File: src/rtl/clock_core_if.sv
// Command and display bundle between the mode FSM (master) and clock_core (slave).
interface clock_core_if;
  logic       tick_1hz;
  logic       tick_scan;
  logic       en;
  logic       updown;
  logic       adjust_hour;
  logic       adjust_min;
  logic       adjust_alarm_hour;
  logic       adjust_alarm_min;
  logic       show_alarm;
  logic       alarm_match;
  logic [6:0] segments;
  logic [3:0] anode_active;
  logic       dp;

  modport master (
    output tick_1hz, tick_scan, en, updown,
    output adjust_hour, adjust_min, adjust_alarm_hour, adjust_alarm_min, show_alarm,
    input  alarm_match, segments, anode_active, dp
  );

  modport slave (
    input  tick_1hz, tick_scan, en, updown,
    input  adjust_hour, adjust_min, adjust_alarm_hour, adjust_alarm_min, show_alarm,
    output alarm_match, segments, anode_active, dp
  );
endinterface

File: src/rtl/clock_core.sv
// Time/alarm registers with single-step adjust, 1 Hz counting, alarm-minute
// detection and a registered, multiplexed 4-digit seven-segment driver.
module clock_core #(
  parameter int unsigned HOUR_MAX = 23,
  parameter int unsigned MIN_MAX  = 59
) (
  input  logic         clk,
  input  logic         rst,
  clock_core_if.slave  bus
);

  typedef enum logic [2:0] {
    CMD_NONE,
    CMD_HOUR,
    CMD_MIN,
    CMD_A_HOUR,
    CMD_A_MIN,
    CMD_TICK
  } cmd_e;

  localparam logic [5:0] MIN_LAST  = 6'(MIN_MAX);
  localparam logic [5:0] HOUR_LAST = 6'(HOUR_MAX);

  logic [5:0] sec_q, sec_d;
  logic [5:0] min_q, min_d;
  logic [4:0] hour_q, hour_d;
  logic [5:0] a_min_q, a_min_d;
  logic [4:0] a_hour_q, a_hour_d;
  logic [1:0] digit_idx_q, digit_idx_d;
  logic       alarm_match_q, alarm_match_d;
  logic [6:0] segments_q, segments_d;
  logic [3:0] anode_q, anode_d;
  logic       dp_q, dp_d;

  cmd_e       cmd;
  logic [5:0] disp_min;
  logic [5:0] disp_hour;
  logic [3:0] digit;

  function automatic logic [5:0] step_wrap(input logic [5:0] v, input logic [5:0] last,
                                           input logic up);
    if (up) return (v == last) ? 6'd0 : v + 6'd1;
    return (v == 6'd0) ? last : v - 6'd1;
  endfunction

  function automatic logic [3:0] tens_of(input logic [5:0] v);
    logic [3:0] t;
    t = 4'd0;
    for (int k = 1; k <= 6; k++) begin
      if (v >= 6'(10 * k)) t = 4'(k);
    end
    return t;
  endfunction

  function automatic logic [3:0] ones_of(input logic [5:0] v);
    return 4'(v - 6'(10 * tens_of(v)));
  endfunction

  function automatic logic [6:0] seg7(input logic [3:0] d);
    case (d)
      4'd0:    return 7'b1000000;
      4'd1:    return 7'b1111001;
      4'd2:    return 7'b0100100;
      4'd3:    return 7'b0110000;
      4'd4:    return 7'b0011001;
      4'd5:    return 7'b0010010;
      4'd6:    return 7'b0000010;
      4'd7:    return 7'b1111000;
      4'd8:    return 7'b0000000;
      4'd9:    return 7'b0010000;
      default: return 7'b1111111;
    endcase
  endfunction

  // One winner per cycle; any adjust pulse swallows a coincident tick.
  always_comb begin
    cmd = CMD_NONE;
    if (bus.adjust_hour)                cmd = CMD_HOUR;
    else if (bus.adjust_min)            cmd = CMD_MIN;
    else if (bus.adjust_alarm_hour)     cmd = CMD_A_HOUR;
    else if (bus.adjust_alarm_min)      cmd = CMD_A_MIN;
    else if (bus.tick_1hz && bus.en)    cmd = CMD_TICK;
  end

  // NOTE: every always_comb output gets a default first so no path leaves it unassigned (no latch).
  always_comb begin
    sec_d         = sec_q;
    min_d         = min_q;
    hour_d        = hour_q;
    a_min_d       = a_min_q;
    a_hour_d      = a_hour_q;
    alarm_match_d = 1'b0;
    case (cmd)
      CMD_HOUR:   hour_d   = 5'(step_wrap({1'b0, hour_q}, HOUR_LAST, bus.updown));
      CMD_MIN:    min_d    = step_wrap(min_q, MIN_LAST, bus.updown);
      CMD_A_HOUR: a_hour_d = 5'(step_wrap({1'b0, a_hour_q}, HOUR_LAST, bus.updown));
      CMD_A_MIN:  a_min_d  = step_wrap(a_min_q, MIN_LAST, bus.updown);
      CMD_TICK: begin
        sec_d = step_wrap(sec_q, MIN_LAST, 1'b1);
        if (sec_q == MIN_LAST) begin
          min_d = step_wrap(min_q, MIN_LAST, 1'b1);
          if (min_q == MIN_LAST) hour_d = 5'(step_wrap({1'b0, hour_q}, HOUR_LAST, 1'b1));
        end
        // Only a counted second can raise the alarm; adjusts landing on it stay silent.
        alarm_match_d = (sec_d == 6'd0) && (min_d == a_min_q) && (hour_d == a_hour_q);
      end
      default: ;
    endcase
  end

  // Display registers look at the digit being selected this edge and the settled fields.
  always_comb begin
    digit_idx_d = bus.tick_scan ? digit_idx_q + 2'd1 : digit_idx_q;
    disp_min    = bus.show_alarm ? a_min_q : min_q;
    disp_hour   = bus.show_alarm ? {1'b0, a_hour_q} : {1'b0, hour_q};
    case (digit_idx_d)
      2'd0:    digit = ones_of(disp_min);
      2'd1:    digit = tens_of(disp_min);
      2'd2:    digit = ones_of(disp_hour);
      default: digit = tens_of(disp_hour);
    endcase
    segments_d = seg7(digit);
    anode_d    = ~(4'b0001 << digit_idx_d);
    dp_d       = !((digit_idx_d == 2'd2) && (bus.show_alarm || !sec_q[0]));
  end

  // NOTE: sequential state uses non-blocking assignments so every flop samples pre-edge values.
  always_ff @(posedge clk or negedge rst) begin
    if (!rst) begin
      sec_q         <= '0;
      min_q         <= '0;
      hour_q        <= '0;
      a_min_q       <= '0;
      a_hour_q      <= '0;
      digit_idx_q   <= '0;
      alarm_match_q <= 1'b0;
      segments_q    <= 7'b1000000;
      anode_q       <= 4'b1110;
      dp_q          <= 1'b1;
    end else begin
      sec_q         <= sec_d;
      min_q         <= min_d;
      hour_q        <= hour_d;
      a_min_q       <= a_min_d;
      a_hour_q      <= a_hour_d;
      digit_idx_q   <= digit_idx_d;
      alarm_match_q <= alarm_match_d;
      segments_q    <= segments_d;
      anode_q       <= anode_d;
      dp_q          <= dp_d;
    end
  end

  assign bus.alarm_match  = alarm_match_q;
  assign bus.segments     = segments_q;
  assign bus.anode_active = anode_q;
  assign bus.dp           = dp_q;

endmodule

File: src/flat_wrapper.sv
// flat-port wrapper written by rule: the top's interface ports become plain ports
module clock_core_flat 
#(
  parameter int unsigned HOUR_MAX = 23,
  parameter int unsigned MIN_MAX  = 59
)
  (clk, rst, bus_tick_1hz, bus_tick_scan, bus_en, bus_updown, bus_adjust_hour, bus_adjust_min, bus_adjust_alarm_hour, bus_adjust_alarm_min, bus_show_alarm, bus_alarm_match, bus_segments, bus_anode_active, bus_dp);
  clock_core_if bus_i ();
  input  logic clk;
  input  logic rst;
  input wire logic [$bits(bus_i.tick_1hz)-1:0] bus_tick_1hz;
  input wire logic [$bits(bus_i.tick_scan)-1:0] bus_tick_scan;
  input wire logic [$bits(bus_i.en)-1:0] bus_en;
  input wire logic [$bits(bus_i.updown)-1:0] bus_updown;
  input wire logic [$bits(bus_i.adjust_hour)-1:0] bus_adjust_hour;
  input wire logic [$bits(bus_i.adjust_min)-1:0] bus_adjust_min;
  input wire logic [$bits(bus_i.adjust_alarm_hour)-1:0] bus_adjust_alarm_hour;
  input wire logic [$bits(bus_i.adjust_alarm_min)-1:0] bus_adjust_alarm_min;
  input wire logic [$bits(bus_i.show_alarm)-1:0] bus_show_alarm;
  output wire logic [$bits(bus_i.alarm_match)-1:0] bus_alarm_match;
  output wire logic [$bits(bus_i.segments)-1:0] bus_segments;
  output wire logic [$bits(bus_i.anode_active)-1:0] bus_anode_active;
  output wire logic [$bits(bus_i.dp)-1:0] bus_dp;
  assign bus_i.tick_1hz = bus_tick_1hz;
  assign bus_i.tick_scan = bus_tick_scan;
  assign bus_i.en = bus_en;
  assign bus_i.updown = bus_updown;
  assign bus_i.adjust_hour = bus_adjust_hour;
  assign bus_i.adjust_min = bus_adjust_min;
  assign bus_i.adjust_alarm_hour = bus_adjust_alarm_hour;
  assign bus_i.adjust_alarm_min = bus_adjust_alarm_min;
  assign bus_i.show_alarm = bus_show_alarm;
  assign bus_alarm_match = bus_i.alarm_match;
  assign bus_segments = bus_i.segments;
  assign bus_anode_active = bus_i.anode_active;
  assign bus_dp = bus_i.dp;
  clock_core #(.HOUR_MAX(HOUR_MAX), .MIN_MAX(MIN_MAX)) u_core (.clk(clk), .rst(rst), .bus(bus_i));
endmodule
File: config.mk
export PLATFORM = sky130hd
export DESIGN_NAME = clock_core_flat
export DESIGN_NICKNAME = d
export VERILOG_FILES = /design/src/rtl/clock_core_if.sv /design/src/rtl/clock_core.sv /design/src/flat_wrapper.sv
export SDC_FILE = /design/constraint.sdc
export NUM_CORES = 1
export LEC_CHECK = 0
export ABC_AREA = 0
export CAP_MARGIN = 20
export CORE_MARGIN = 4
export CORE_UTILIZATION = 57
export CTS_CLUSTER_DIAMETER = 200
export CTS_CLUSTER_SIZE = 40
export DETAILED_ROUTE_END_ITERATION = 12
export PLACE_DENSITY = 0.77
export SKIP_CTS_REPAIR_TIMING = 1
export SLEW_MARGIN = 20
export SYNTH_ARGS = -nofsm -noshare
export SYNTH_HDL_FRONTEND = slang
export SYNTH_SLANG_ARGS = --single-unit
File: constraint.sdc
create_clock -name clk -period 5.4 [get_ports clk]
set_input_delay 1.62 -clock clk [delete_from_list [all_inputs] [get_ports clk]]
set_output_delay 1.62 -clock clk [all_outputs]
set_load 0.01 [all_outputs]
==> impl_results.md <==
- Status: finished, final reports clean
- Final setup viols: 0
- Max Clk Rate: 199 MHz
- Crit. End Element: register
- Worst skew pair latency: 300 ps
- Synthesized Nets: 509
- Slowest stage delay, CP: 600 ps
- Total number of H-tree levels: 2
- RSZ-0062 raised after global routing: false
- Worst Setup SP: bus_show_alarm
- Crit Path Class: primary input to register
- Vias: 3552
- Post-Synthesis Cell Area: 3740 µm²
- First-pass GRT wire length: 14800 µm
- Pre-Repair DR Iteration Count: 5
- CTS tree: done
- Die area: 7930 µm²
- Die H: 89.1 µm
- CP max-delay cell: clkdlybuf4s50_1
- Post-synth top flop: dfrtp_1
- EDFF count, synth: 0
- Skew final: 9.06 ps
- Startpoint Class: primary input
- Yosys reg bits: 43
- DRC: 0
- Pwr Density: 562 nW/µm²
- Worst setup margin: 386 ps
- Critical path fanouts, max: 21
- Worst Path Arrival: 5230 ps
- Worst slew margin relative to its limit: 36.0%
- Post-synthesis sequential area ratio: 28.9%
- Fin Setup TNS: 0 ps
- Clock Root Buffer: clkbuf_8
- Hold Crit Class: register to register
- Ys async rst share: 100%
- DR vias/cell: 6.34
- Overflow left after global routing: 0
- Setup WS pre-CTS: 87.7 ps
- Largest net degree at the start of global routing: 44
- Area Growth Syn to Fin: 9.66%
- I/O pin count: 24
- Reg2Reg Launch Point: u_core.min_q[5]
- Initial Util: 59.0%
- Share of cells above drive strength 1: 6.83%
- Total track usage: 23.5%
- Ys Warns: 0
- Worst-path clk slew: 90 ps
- Nets@finish: 511
- Antenna viol nets, final: 0
- DIE WIDTH: 89.1 µm
- Core ar.: 6350 µm²
- Most common cell on crit path: o21ai_0
- Slew @ Worst Pin: 961 ps
- Syn avg cell area: 7.80 µm²
- Vias in the first global route: 3202
- Fin crit share: 92.9%
- I/O Buffers: 23
- Worst VDD drop: 386 µV
- Max cap viols: 0
- Initial drt markers: 287
- Mapped Cells: 480
- Initial antenna violation count: 0
- Slew Viols, Final: 0
- Yosys cell types: 68
- P_leak: 1.66 nW
- CP Cell Sequence: clkdlybuf4s50_1 > buf_4 > mux2_2 > maj3_1 > o21ai_0 > ha_1 > fa_1 > nand2_1 > o21ai_0 > o311a_1 > inv_1 > o21ai_0 > o21ai_0
- ANT cells: 0
- Clk sinks: 43
- Placed wire-length estimate: 6520 µm
- Final worst path period need: 5010 ps
- Num CTS Buffers: 5
- DR WL/cell: 15.9 µm
- Fin. Hold Viols: 0
- Clock Tree Buf Depth: 2
- Hold Startpoint: u_core.sec_q[1]
- Core Rows: 29
- Routed WL: 8900 µm
- Routability Congestion: 0.888
- Worst EP required: 5620 ps
layer usage:
| layer | share of wire [%] | GRT usage [%] | vias to the layer above |
|---|---|---|---|
| li1 | - | - | 1749 |
| met1 | 45 | 31.4 | 1658 |
| met2 | 46 | 38.3 | 126 |
| met3 | 5.8 | 3.96 | 19 |
| met4 | 2.2 | 8.80 | 0 |
| met5 | 0 | 0 | - |
power by group:
| part | total (W) | switching (W) | internal [W] |
|---|---|---|---|
| combinational | 0.00129 | 0.000681 | 0.000612 |
| clock | 0.000299 | 0.000115 | 0.000185 |
| sequential | 0.000714 | 0.000254 | 0.000460 |
| total | 0.00231 | 0.00105 | 0.00126 |
cell usage in the layout, fill, tap and decap left out, types with 3 or more instances in the layout:
master           netlist  routed
o31a_1                 3       3
nor4_1                 4       4
o22ai_1                7       7
o211ai_1               8       8
o31ai_1               11      11
nor3b_1                5       5
a31oi_1                8       8
o21ai_0               42      42
buf_4                  0       6
nor3_1                17      17
nand3_1               15      15
or3b_2                 3       3
nand4_1                3       3
a211oi_1               5       5
nand2_1               47      47
dfrtp_1               38      38
nand2b_1               8       8
and3_1                 6       6
a21oi_1               28      28
o41ai_1                3       3
mux2_2                 4       4
clkdlybuf4s50_1        0      22
ha_1                  16      16
nor2b_1               10      10
mux2i_1                8       8
o221ai_1               3       3
xnor2_1               13      13
nand3b_1               3       3
inv_1                 21      21
clkbuf_8               0       5
nor2_1                42      42
a311oi_1               3       3
xor2_1                10      10
dfstp_2                5       5
logic make-up after synthesis:
kind of cell | count (synthesis) | share of synthesized area (%)
fa+ha+maj | 19 | 6.68
mux | 12 | 3.34
xor+xnor | 23 | 5.38
flops | 43 | 28.9
compound gates | 146 | 25.3
buf+inv | 57 | 5.98
simple gates | 180 | 24.4
cell type report:
class,count,area (µm²)
Multi-Input combinational cell,380,2440
Fill cell,544,2240
Sequential cell,43,1080
Timing Repair Buffer,29,270
Tap cell,77,96.3
Inverter,23,86.3
Clock buffer,6,72.6
Clock inverter,2,60.1
path summary, 6_finish.rpt:
path	to	slack, ps	cells past startpoint
min in group asynchronous	u_core.hour_q[2]	1470	1
min reg2reg	u_core.sec_q[1]	540	2
min	u_core.sec_q[1]	540	2
max in group asynchronous	u_core.min_q[2]	3350	1
max reg2reg	u_core.bus.segments[2]	1760	12
max	u_core.bus.segments[2]	390	13
per-stage QoR:
| stage | area [µm²] | total power (W) | cells | util, % | hold slack, ps |
|---|---|---|---|---|---|
| floorplan | 3740 | 0.00165 | 480 | - | 498 |
| global placement | 3970 | 0.00196 | 552 | 62.6 | 519 |
| detailed placement | 3970 | 0.00200 | 552 | 62.6 | 525 |
| CTS | 4110 | 0.00231 | 560 | 64.7 | 548 |
| global route | 4110 | 0.00251 | 560 | 64.7 | 578 |
| finish | 4110 | 0.00231 | 560 | 64.7 | 541 |
cell usage after synthesis (all sizes together) (5+ instances only):
library cell  instances  area, µm²
nor2b                10       62.6
buf                   5       28.8
ha                   16        200
dfrtp                38        951
nor3b                 5       37.5
o31ai                11       82.6
dfstp                 5        131
mux2i                 8       80.1
a31oi                 8       50.1
xor2                 10       87.6
nand2b                8       50.1
a21oi                28        140
nor3                 17       85.1
clkbuf               29        109
nor2                 42        158
o22ai                 7       43.8
o21ai                42        210
o211ai                8       60.1
nand2                47        176
inv                  21       78.8
xnor2                13        114
and3                  6       37.5
nand3                15       75.1
a211oi                5       37.5
flip-flops by register name (all words and copies together) (netlist names):
| register | count |
|---|---|
| u_core.bus.segments | 7 |
| u_core.a_min_q | 6 |
| u_core.min_q | 6 |
| u_core.sec_q | 6 |
| u_core.a_hour_q | 5 |
| u_core.hour_q | 5 |
| u_core.bus.anode_active | 4 |
| u_core.digit_idx_q | 2 |
| u_core.bus.alarm_match | 1 |
| u_core.bus.dp | 1 |
critical path: cells and delay by family:
family | cells | cell delay, ps
adder cells (fa/ha/maj) | 3 | 1010
AO/OA/AOI/OAI | 5 | 1050
buffers and inverters | 3 | 1060
AND/OR/NAND/NOR | 1 | 80
multiplexers | 1 | 410
(Power assumes the default switching activity.)
